--- src/rtl/uart_cmd_ctrl.sv ---
// Host command sequencer: gathers {opcode, addr, data} frames from the UART receiver,
// issues one register strobe, and answers with a single response byte on the transmitter.
module uart_cmd_ctrl #(
  parameter int unsigned TIMEOUT_CYC = 1000000,
  parameter logic [7:0]  OP_WR       = 8'hA1,
  parameter logic [7:0]  OP_RD       = 8'hA2,
  parameter logic [7:0]  ACK_BYTE    = 8'h55,
  parameter logic [7:0]  NAK_BYTE    = 8'hEE
) (
  input  logic       clk,
  input  logic       rst_n,
  input  logic       rx_done_i,
  input  logic [7:0] rx_data_i,
  output logic       tx_wr_o,
  output logic [7:0] tx_data_o,
  input  logic       tx_done_i,
  output logic       reg_wr_o,
  output logic       reg_rd_o,
  output logic [7:0] reg_addr_o,
  output logic [7:0] reg_wdata_o,
  input  logic [7:0] reg_rdata_i,
  input  logic       reg_rvalid_i,
  output logic       busy_o,
  output logic       err_o,
  output logic [7:0] frame_cnt_o
);

  localparam int unsigned CW = $clog2(TIMEOUT_CYC + 1);
  localparam logic [CW-1:0] TMO_LAST = CW'(TIMEOUT_CYC - 1);

  typedef enum logic [2:0] {
    IDLE, GET_ADDR, GET_DATA, EXEC, WAIT_RD, TX_START, TX_WAIT
  } state_t;

  state_t        state_q, state_d;
  logic [CW-1:0] tmo_q, tmo_d;
  logic [7:0]    op_q, op_d;
  logic          nak_q, nak_d;
  logic          tx_wr_q, tx_wr_d;
  logic [7:0]    tx_data_q, tx_data_d;
  logic          reg_wr_q, reg_wr_d;
  logic          reg_rd_q, reg_rd_d;
  logic [7:0]    reg_addr_q, reg_addr_d;
  logic [7:0]    reg_wdata_q, reg_wdata_d;
  logic          busy_q, busy_d;
  logic          err_q, err_d;
  logic [7:0]    frame_cnt_q, frame_cnt_d;

  logic          send;
  logic          resp_nak;
  logic [7:0]    resp;

  always_comb begin
    state_d     = state_q;
    tmo_d       = tmo_q;
    op_d        = op_q;
    nak_d       = nak_q;
    tx_wr_d     = 1'b0;
    tx_data_d   = tx_data_q;
    reg_wr_d    = 1'b0;
    reg_rd_d    = 1'b0;
    reg_addr_d  = reg_addr_q;
    reg_wdata_d = reg_wdata_q;
    err_d       = err_q;
    frame_cnt_d = frame_cnt_q;
    send        = 1'b0;
    resp_nak    = 1'b0;
    resp        = NAK_BYTE;

    case (state_q)
      IDLE: begin
        if (rx_done_i) begin
          op_d    = rx_data_i;
          tmo_d   = '0;
          state_d = GET_ADDR;
        end
      end
      GET_ADDR, GET_DATA: begin
        // An arriving byte takes priority over an expiring timeout.
        if (rx_done_i) begin
          tmo_d = '0;
          if (state_q == GET_ADDR) begin
            reg_addr_d = rx_data_i;
            state_d    = GET_DATA;
          end else begin
            reg_wdata_d = rx_data_i;
            state_d     = EXEC;
            // Strobes are registered, so they are decided on the way into EXEC.
            reg_wr_d    = (op_q == OP_WR);
            reg_rd_d    = (op_q == OP_RD);
          end
        end else if (tmo_q == TMO_LAST) begin
          tmo_d   = '0;
          err_d   = 1'b1;
          state_d = IDLE;
        end else begin
          tmo_d = tmo_q + 1'b1;
        end
      end
      EXEC: begin
        if (op_q == OP_WR) begin
          send = 1'b1;
          resp = ACK_BYTE;
        end else if (op_q == OP_RD) begin
          if (reg_rvalid_i) begin
            send = 1'b1;
            resp = reg_rdata_i;
          end else begin
            state_d = WAIT_RD;
          end
        end else begin
          send     = 1'b1;
          resp_nak = 1'b1;
        end
      end
      WAIT_RD: begin
        if (reg_rvalid_i) begin
          send = 1'b1;
          resp = reg_rdata_i;
        end else if (tmo_q == TMO_LAST) begin
          tmo_d    = '0;
          send     = 1'b1;
          resp_nak = 1'b1;
        end else begin
          tmo_d = tmo_q + 1'b1;
        end
      end
      TX_START: state_d = TX_WAIT;
      TX_WAIT: begin
        if (tx_done_i) begin
          state_d = IDLE;
          if (!nak_q) frame_cnt_d = frame_cnt_q + 8'd1;
        end
      end
      default: state_d = IDLE;
    endcase

    if (send) begin
      tx_wr_d   = 1'b1;
      tx_data_d = resp;
      nak_d     = resp_nak;
      state_d   = TX_START;
      if (resp_nak) err_d = 1'b1;
    end

    // Bytes arriving while a frame is being executed or answered are lost.
    if (rx_done_i && (state_q inside {EXEC, WAIT_RD, TX_START, TX_WAIT})) err_d = 1'b1;

    busy_d = (state_d != IDLE);
  end

  always_ff @(posedge clk or negedge rst_n) begin
    if (!rst_n) begin
      state_q     <= IDLE;
      tmo_q       <= '0;
      op_q        <= '0;
      nak_q       <= 1'b0;
      tx_wr_q     <= 1'b0;
      tx_data_q   <= '0;
      reg_wr_q    <= 1'b0;
      reg_rd_q    <= 1'b0;
      reg_addr_q  <= '0;
      reg_wdata_q <= '0;
      busy_q      <= 1'b0;
      err_q       <= 1'b0;
      frame_cnt_q <= '0;
    end else begin
      state_q     <= state_d;
      tmo_q       <= tmo_d;
      op_q        <= op_d;
      nak_q       <= nak_d;
      tx_wr_q     <= tx_wr_d;
      tx_data_q   <= tx_data_d;
      reg_wr_q    <= reg_wr_d;
      reg_rd_q    <= reg_rd_d;
      reg_addr_q  <= reg_addr_d;
      reg_wdata_q <= reg_wdata_d;
      busy_q      <= busy_d;
      err_q       <= err_d;
      frame_cnt_q <= frame_cnt_d;
    end
  end

  assign tx_wr_o     = tx_wr_q;
  assign tx_data_o   = tx_data_q;
  assign reg_wr_o    = reg_wr_q;
  assign reg_rd_o    = reg_rd_q;
  assign reg_addr_o  = reg_addr_q;
  assign reg_wdata_o = reg_wdata_q;
  assign busy_o      = busy_q;
  assign err_o       = err_q;
  assign frame_cnt_o = frame_cnt_q;

endmodule

--- config.mk ---
export PLATFORM = sky130hd
export DESIGN_NAME = uart_cmd_ctrl
export DESIGN_NICKNAME = d
export VERILOG_FILES = /design/src/rtl/uart_cmd_ctrl.sv
export SDC_FILE = /design/constraint.sdc
export NUM_CORES = 1
export LEC_CHECK = 0
export BUFFER_PORTS_ARGS = -buffer_cell sky130_fd_sc_hd__buf_2
export CAP_MARGIN = 20
export CORE_AREA = 2 2 96 98
export CTS_BUF_LIST = sky130_fd_sc_hd__clkbuf_2
export DETAILED_ROUTE_END_ITERATION = 10
export DIE_AREA = 0 0 98 100
export GPL_ROUTABILITY_DRIVEN = 0
export PLACE_DENSITY = 0.59
export SYNTH_ARGS = -nofsm -noshare
export SYNTH_HDL_FRONTEND = slang
export SYNTH_SLANG_ARGS = --single-unit
--- constraint.sdc ---
create_clock -name clk -period 2.8 [get_ports clk]
set_clock_uncertainty 0.05 [all_clocks]
set_input_delay 0.28 -clock clk [delete_from_list [all_inputs] [get_ports clk]]
set_output_delay 0.28 -clock clk [all_outputs]
set_load 0.05 [all_outputs]
==> metrics.cfg <==
[logic_synthesis]
synth-compound-area-share_pct = 7.88
synth_nets = 314
async_reset_ff_share_pct = 100
synth_flop_cell = dfrtp_1
synth_top_area_share_pct = 52.3
ys_types = 48
yosys-top-cells-area = dfrtp_1 52%, mux2_2 8.2%, xor2_1 4.8%
ys_seq_area_share_pct = 52.3
synth_top_family_by_area = simple AND/OR/NAND/NOR gates
synthMuxAreaShare_pct = 8.48
synth_xor_area_share_pct = 7.42
synth-edff-count = 0
yosys.area_share.simple_pct = 20.6
syn_area_um2 = 3300
syn_inst = 291
ys.warnings.count = 0
syn_avg_cell_area_um2 = 11.4
synth_area_leader_cell = dfrtp_1
synthAdderAreaFrac_pct = 0.758
ys_ff_latch = 69

[routing]
drc = 0
routed_wl_um = 7150
routedWlPerCell_um = 14.6
initialDrtViolationCount = 91
first_pass_iters = 4
vias_per_cell = 5.11
drtAntennaViolNets = 0
vias = 2510

[placement]
placed_cells = 458
hpwl_um = 5020
pre_cts_ws_ns = 0.357
io_buffer_count = 57

[clock_tree]
cts.sinks = 69
htreeDepth = 3
cts_tree = yes
cts_hold_buf = 17
cts-buffers-inserted = 9
clockRootBuffer = clkbuf_2
cts-resized-gates = 0
clk_pin_slew_ns = 0.19
clk_path_buf_depth = 2
clkLatencyLatePin_ns = 0.50
cts_setup_buffers = 0

[finish]
layout_common_cells = 69 x dfrtp_1, 57 x buf_2, 24 x mux2_2, 20 x nor2_1, 19 x nand2_1
final_common_cell = dfrtp_1
fillers = 863
multi_input_area_um2 = 1490
syn2layout_area_growth_pct = 23.1
regArea_um2 = 1730
antennaDiodeCount = 0
drive_gt1_share_pct = 34.2
finalNonFillerCells = 491
fin_nets = 398

[global_route]
antenna_found_initial = 0
grt_usage_pct = 15.4
globalRouteOverflowTotal = 0
grt_pass1_vias = 2542
grt_first_pass_wirelength_um = 12100
grt_max_degree = 47

[power_and_ir_drop]
power_density_nw_per_um2 = 1020
peakVddDrop_mv = 0.676
power.leakage_nw = 1.78

[setup_path]
worstSetupPathType = reg2reg
worst_setup_path_end_kind = register
critPathRequiredTime_ns = 3.15
cp_max_fo = 6
cp_data_arrival_time_ns = 2.77
startpoint = op_q[4]$_DFFE_PN0P_
cp-start-kind = register
timing.rr.start = op_q[4]$_DFFE_PN0P_
r2r_cells = 5

[die]
die_w_um = 98
ios = 58
die_y_um = 100
initial_core_util_pct = 37.2
die_area_um2 = 9800
fp-row-count = 35
core_um2 = 8890

[timing]
worst_pin_slew_ns = 0.994
slew_headroom_pct = 33.7
fin_crit_ns = 2.42
rsz0062_at_grt = no
setup_tns_ns = 0
drv_slew = 0
finalSetupViolCount = 0
worst_slack_ns = 0.380
fin_crit_sh_pct = 86.4
max_clock_freq_mhz = 413
hold_violations = 0

[run]
max-cap-violations = 0

[status]
status = completed

[worst_hold_path]
worstHoldPathType = in2reg
holdPathStages = 4
hp-start = tx_done_i

-- final cells by class --
cell class	count	share of cell area, %
Sequential cell	69	42.4
Multi-Input combinational cell	204	36.6
Timing Repair Buffer	84	13.3
Inverter	7	0.646
Clock buffer	9	1.11
Clock inverter	7	2.40
Tap cell	111	3.41
-- flip-flops by register name, summed over array words and instances, names as in the netlist --
| name | cells |
|---|---|
| busy_o | 1 |
| err_o | 1 |
| frame_cnt_o | 8 |
| nak_q | 1 |
| op_q | 8 |
| reg_addr_o | 8 |
| reg_rd_o | 1 |
| reg_wdata_o | 8 |
| reg_wr_o | 1 |
| state_q | 3 |
| tmo_q | 20 |
| tx_data_o | 8 |
| tx_wr_o | 1 |
-- worst max-delay path: stages (launching register included) --
cell	delay, ns
dfrtp_1	0.42
nor4bb_1	0.49
nand4b_1	0.30
o31ai_1	0.50
nand2_1	0.26
o221a_2	0.30
-- synth_stat cells (3+ instances only) --
| library cell | instances |
|---|---|
| nand2b_1 | 4 |
| nor4b_1 | 3 |
| xor2_1 | 18 |
| o21ai_0 | 5 |
| or2_2 | 4 |
| o221a_2 | 4 |
| o21bai_1 | 3 |
| nand4b_1 | 3 |
| o211ai_1 | 3 |
| mux2_2 | 24 |
| inv_1 | 7 |
| nand4_1 | 12 |
| dfrtp_1 | 69 |
| xnor2_1 | 10 |
| and3_1 | 5 |
| nor2_1 | 20 |
| nand2_1 | 19 |
| a21oi_1 | 5 |
| nand3_1 | 18 |
| nor2_2 | 10 |
| clkbuf_1 | 6 |
-- cell families after synthesis --
kind of cell | count (synthesis)
flip-flops | 69
buffers and inverters | 18
AO/OA/AOI/OAI | 33
multiplexers | 25
XOR/XNOR | 28
AND/OR/NAND/NOR | 116
adder cells (fa/ha/maj) | 2
-- through the flow --
stage / hold slack (ns) / util, % / cell area (um^2) / total power [mW]
after floorplan: -0.0656 / - / 3300 / 3.01
after global placement: 0.249 / 42.2 / 3750 / 3.46
after detailed placement: 0.256 / 42.2 / 3750 / 3.49
after CTS: 0.0285 / 45.8 / 4070 / 4.20
after global routing: 0.0146 / 45.8 / 4070 / 4.40
final: 0.0822 / 45.8 / 4070 / 4.15
-- worst paths after layout --
check	end	slack, ns
setup / recovery	tx_data_o[3]$_DFFE_PN0P_	0.38
hold / removal	state_q[2]$_DFF_PN0_	0.08
setup reg to reg	tx_data_o[3]$_DFFE_PN0P_	0.38
hold reg to reg	frame_cnt_o[7]$_DFFE_PN0P_	0.43
max in group asynchronous	state_q[2]$_DFF_PN0_	1.80
min in group asynchronous	frame_cnt_o[3]$_DFFE_PN0P_	0.26
-- per-layer routing --
layer  routed length, um  vias to the layer above  track usage (%)  share of wire (%)
li1                    -                     1209                -                  -
met1                3290                     1221             20.3                 46
met2                3350                       66             23.9                 47
met3                 364                       14             4.74                5.1
met4                 139                        0             6.30                1.9
met5                   0                        -                0                  0
-- report_power, final --
group	leakage (nW)	switching (mW)	internal [mW]
combinational	0.835	1.35	0.654
clock	0.0805	0.370	0.300
sequential	0.868	0.183	1.30
Power figures use the tool's default switching activity.
